### src/rtl/register_file_if.sv
// Register file access bus: two read ports and one write port.
//   left_read_*  : left operand read port (enable, register number, data)
//   right_read_* : right operand read port (enable, register number, data)
//   write_*      : writeback port (strobe, register number, data)
// master drives enables/numbers/write data; slave returns read data.
interface register_file_if #(
  parameter int unsigned WORD_WIDTH = 32,
  parameter int unsigned SEL_WIDTH  = 5
);
  logic                  left_read_enable;
  logic [SEL_WIDTH-1:0]  left_read_number;
  logic [WORD_WIDTH-1:0] left_read_bus;
  logic                  right_read_enable;
  logic [SEL_WIDTH-1:0]  right_read_number;
  logic [WORD_WIDTH-1:0] right_read_bus;
  logic                  write_enable;
  logic [SEL_WIDTH-1:0]  write_number;
  logic [WORD_WIDTH-1:0] write_bus;

  modport master (
    output left_read_enable, left_read_number,
    output right_read_enable, right_read_number,
    output write_enable, write_number, write_bus,
    input  left_read_bus, right_read_bus
  );

  modport slave (
    input  left_read_enable, left_read_number,
    input  right_read_enable, right_read_number,
    input  write_enable, write_number, write_bus,
    output left_read_bus, right_read_bus
  );
endinterface

### src/rtl/register_file.sv
// General-purpose register file: two combinational read ports with
// write-through bypass and one synchronous write port.
//   clock : rising-edge write clock
//   reset : asynchronous active-low clear of all registers; forces reads to 0
//   bus   : register_file_if slave (read ports + write port)
module register_file #(
  parameter int unsigned WORD_WIDTH = 32,
  parameter int unsigned SEL_WIDTH  = 5,
  parameter int unsigned NUM_REGS   = 32
) (
  input logic            clock,
  input logic            reset,
  register_file_if.slave bus
);

  logic [WORD_WIDTH-1:0] regs [NUM_REGS];

  logic write_valid_c;
  logic left_valid_c;
  logic right_valid_c;

  // Register numbers beyond the implemented range are treated as absent.
  assign write_valid_c = 32'(bus.write_number)      < NUM_REGS;
  assign left_valid_c  = 32'(bus.left_read_number)  < NUM_REGS;
  assign right_valid_c = 32'(bus.right_read_number) < NUM_REGS;

  // Storage: one register updated per edge; clear wins over any write.
  always_ff @(posedge clock or negedge reset) begin
    if (!reset) begin
      for (int i = 0; i < int'(NUM_REGS); i++) begin
        regs[i] <= '0;
      end
    end else if (bus.write_enable && write_valid_c) begin
      regs[bus.write_number] <= bus.write_bus;
    end
  end

  // Left read port; a same-cycle write to the same register is forwarded.
  always_comb begin
    bus.left_read_bus = '0;
    if (reset && bus.left_read_enable && left_valid_c) begin
      if (bus.write_enable && (bus.left_read_number == bus.write_number)) begin
        bus.left_read_bus = bus.write_bus;
      end else begin
        bus.left_read_bus = regs[bus.left_read_number];
      end
    end
  end

  // Right read port; same forwarding rule, independent of the left port.
  always_comb begin
    bus.right_read_bus = '0;
    if (reset && bus.right_read_enable && right_valid_c) begin
      if (bus.write_enable && (bus.right_read_number == bus.write_number)) begin
        bus.right_read_bus = bus.write_bus;
      end else begin
        bus.right_read_bus = regs[bus.right_read_number];
      end
    end
  end

endmodule

### src/flat_wrapper.sv
// flat-port wrapper written by rule: the top's interface ports become plain ports
module register_file_flat 
#(
  parameter int unsigned WORD_WIDTH = 32,
  parameter int unsigned SEL_WIDTH  = 5,
  parameter int unsigned NUM_REGS   = 32
)
  (clock, reset, bus_left_read_enable, bus_left_read_number, bus_right_read_enable, bus_right_read_number, bus_write_enable, bus_write_number, bus_write_bus, bus_left_read_bus, bus_right_read_bus);
  register_file_if #(.WORD_WIDTH(WORD_WIDTH), .SEL_WIDTH(SEL_WIDTH)) bus_i ();
  input logic clock;
  input logic reset;
  input wire logic [$bits(bus_i.left_read_enable)-1:0] bus_left_read_enable;
  input wire logic [$bits(bus_i.left_read_number)-1:0] bus_left_read_number;
  input wire logic [$bits(bus_i.right_read_enable)-1:0] bus_right_read_enable;
  input wire logic [$bits(bus_i.right_read_number)-1:0] bus_right_read_number;
  input wire logic [$bits(bus_i.write_enable)-1:0] bus_write_enable;
  input wire logic [$bits(bus_i.write_number)-1:0] bus_write_number;
  input wire logic [$bits(bus_i.write_bus)-1:0] bus_write_bus;
  output wire logic [$bits(bus_i.left_read_bus)-1:0] bus_left_read_bus;
  output wire logic [$bits(bus_i.right_read_bus)-1:0] bus_right_read_bus;
  assign bus_i.left_read_enable = bus_left_read_enable;
  assign bus_i.left_read_number = bus_left_read_number;
  assign bus_i.right_read_enable = bus_right_read_enable;
  assign bus_i.right_read_number = bus_right_read_number;
  assign bus_i.write_enable = bus_write_enable;
  assign bus_i.write_number = bus_write_number;
  assign bus_i.write_bus = bus_write_bus;
  assign bus_left_read_bus = bus_i.left_read_bus;
  assign bus_right_read_bus = bus_i.right_read_bus;
  register_file #(.WORD_WIDTH(WORD_WIDTH), .SEL_WIDTH(SEL_WIDTH), .NUM_REGS(NUM_REGS)) u_core (.clock(clock), .reset(reset), .bus(bus_i));
endmodule
### config.mk
export PLATFORM = sky130hd
export DESIGN_NAME = register_file_flat
export DESIGN_NICKNAME = d
export VERILOG_FILES = /design/src/rtl/register_file_if.sv /design/src/rtl/register_file.sv /design/src/flat_wrapper.sv
export SDC_FILE = /design/constraint.sdc
export NUM_CORES = 2
export LEC_CHECK = 0
export CAP_MARGIN = 20
export CORE_ASPECT_RATIO = 0.75
export CORE_MARGIN = 2
export CORE_UTILIZATION = 37
export DETAILED_ROUTE_END_ITERATION = 8
export HOLD_SLACK_MARGIN = 0.02
export PLACE_DENSITY = 0.53
export RECOVER_POWER = 25
export REMOVE_ABC_BUFFERS = 1
export SYNTH_ARGS = -nofsm -noshare
export SYNTH_HDL_FRONTEND = slang
export SYNTH_SLANG_ARGS = --single-unit
### constraint.sdc
create_clock -name clock -period 2.81 [get_ports clock]
set_input_delay 0.4215 -clock clock [delete_from_list [all_inputs] [get_ports clock]]
set_output_delay 0.4215 -clock clock [all_outputs]
set_load 0.05 [all_outputs]
==> results.tsv <==
metric	value	unit
outcome	finished, violations left	
violations	setup timing	
crit_type	reg2out	
design_area	70600	um2
min_path_type	in2async	
clkSinkCount	1024	
ys_seq_area_share	45.5	%
max_freq	318	MHz
ys_types	59	
rows	123	
grt_antenna_before_repair	9	
power_density	656	nW/um2
use_met1	41.8	%
pre_cts_slack	-0.429	ns
drc_errors	0	
synth_common_cells	1,039 x mux2_2, 1,024 x dfrtp_1, 362 x mux2i_1	
port_buffers	115	
grt_start_max_net_pins	150	
via_per_inst	6.21	
netlist_area	56300	um2
synth_top_area_share	45.5	%
dieWidth	454	um
start_kind	register	
cts_root_buf	clkbuf_16	
required	2.39	ns
synth_edf_count	0	
placedCellCount	6202	
use_met3	5.19	%
yosys_warnings	0	
synthFlopType	dfrtp_1	
hpwlAfterDp	139	mm
fin_skew	0	ns
async_flop_share	100	%
worst_pin_slew	1.37	ns
cp_max_fo	3	
drtIter0Drc	4289	
route.vias.total	40200	
place_congestion	0.852	
whs	0.422	ns
postRouteAntennaNets	0	
die_area	155000	um2
syn2layout_area_growth	25.4	%
leakage	30.6	nW
largest_reg_flops	1024	
reg.largest.list	u_core.regs x1024	
use_met2	41.2	%
grt_pass1_wl	312	mm
ff_latch_area	25600	um2
drv_cap	0	
clk_latency	0.74	ns
busiest_layer	met1	
relSlewSlack	8.79	%
ir_worst_vdd	489	uV
cts_tree	done	
synth.most_common_cell	mux2_2	
layout_min_cycle_time	3.14	ns
drive_above_1_share	56.9	%
end_kind	output port	
placed_cell_area	64500	um2
first_pass_iters	7	
worst_slack	-0.332	ns
setup_violations	80	
instances_no_fill	6482	
grt_util_all_layers	27.9	%
yosys.area.top_type	dfrtp_1	
hold_viol	0	
ff2ff_setup_slack	1.88	ns
multi_input_area	30000	um2
synth-seq-cells	1024	
top_register	u_core.regs	
cts_buffers	105	
netlist_instances	3988	
core_region_area	151000	um2
ios	116	
wl_per_cell	33.5	um
die_h	342	um
rsz0062_at_grt	yes	
drv_slew	0	
ys_top_cells_by_area	dfrtp_1 46%, mux2_2 21%, mux4_2 14%	
period_share	112	%
ctsLongestPathBuffers	3	
avgSynthCellArea	14.1	um2
postRouteWirelength	217	mm
cts.clk_slew.worst_paths	0.07	ns
critical_path_arrival	2.72	ns
n_fill_cell	13300	
start_util	37.4	%
grt_remaining_overflow	0	
layout.nets	4449	
htreeDepth	3	
grt_pass1_vias	40600	
[cell type report]
cell class              instances  share of cell area [%]
clock inverters                41                   0.947
well taps                    2000                    3.55
inverters                       6                  0.0372
repair buffers                731                    12.3
flip-flops and latches       1024                    36.3
diodes                          1                 0.00355
clock buffers                 150                    4.37
multi-input cells            2529                    42.5
[final timing paths]
path / start / cells after the start / to
setup / recovery: u_core.regs[555] / 5 / bus_right_read_bus[11]
hold / removal: reset / 2 / u_core.regs[639]
setup reg to reg: u_core.regs[266] / 2 / u_core.regs[266]
hold reg to reg: u_core.regs[562] / 1 / u_core.regs[562]
max in group asynchronous: reset / 4 / u_core.regs[570]
min in group clock: bus_write_bus[27] / 2 / u_core.regs[251]
[placed cells by master, fill, tap and decap left out, types with 42 or more instances in the layout]
master     synthesis  layout
o21ai_0           93      42
a221o_1           52      52
buf_4             30     401
o21ai_1           13      43
buf_12             5     199
clkbuf_16          0     110
mux2_2          1039    1039
nor2_1           102      66
mux4_2           351     351
a221oi_1         132      58
a221oi_2           4      78
dfrtp_1         1024    1024
mux2i_1          362     348
[routing by layer]
metal | vias to the layer above | share of wire (%)
met5 | - | 0.0060
met2 | 1644 | 44
met4 | 2 | 2.9
met3 | 330 | 7.7
met1 | 21900 | 46
li1 | 16400 | -
[critical path, stage by stage (launching register included)]
cell,delay [ns]
dfrtp_1,0.40
mux4_2,0.47
mux4_2,0.53
nand3_2,0.09
nand3b_1,0.23
buf_12,0.24
[stage by stage]
step,TNS (ns),power (mW),utilization [%]
final,-8.47,46.3,46.9
after global routing,-17.85,48.2,46.9
after CTS,-7.99,46.2,46.6
after floorplan,-50.00,25.6,-
after detailed placement,-21.43,30.0,42.8
after global placement,-18.83,29.7,42.8
[power breakdown]
| group | switching, mW | total [mW] | internal [mW] |
|---|---|---|---|
| logic | 4.63 | 10.9 | 6.24 |
| clock network | 6.47 | 15.6 | 9.10 |
| registers | 2.23 | 19.9 | 17.6 |
| total | 13.3 | 46.3 | 33.0 |
[timing repair]
item                                    CTS  global route
hold buffers                              1             0
gates cloned                             10             1
gates resized for setup                 283           130
pin swaps                               166            99
setup buffers                            74            24
endpoints found under the setup margin   64            75
hold endpoints to repair                254             0
[kinds of logic (layout without fill, tap and decap cells)]
kind of cell	after synthesis	in the layout	synth area share, %
AO/OA/AOI/OAI	526	526	7.05
flip-flops	1024	1024	45.5
AND/OR/NAND/NOR	240	241	1.97
other	0	1	0
XOR/XNOR	10	10	0.156
buffers and inverters	436	928	4.00
multiplexers	1752	1752	41.3
Note: power is estimated with default switching activity, not from simulation.
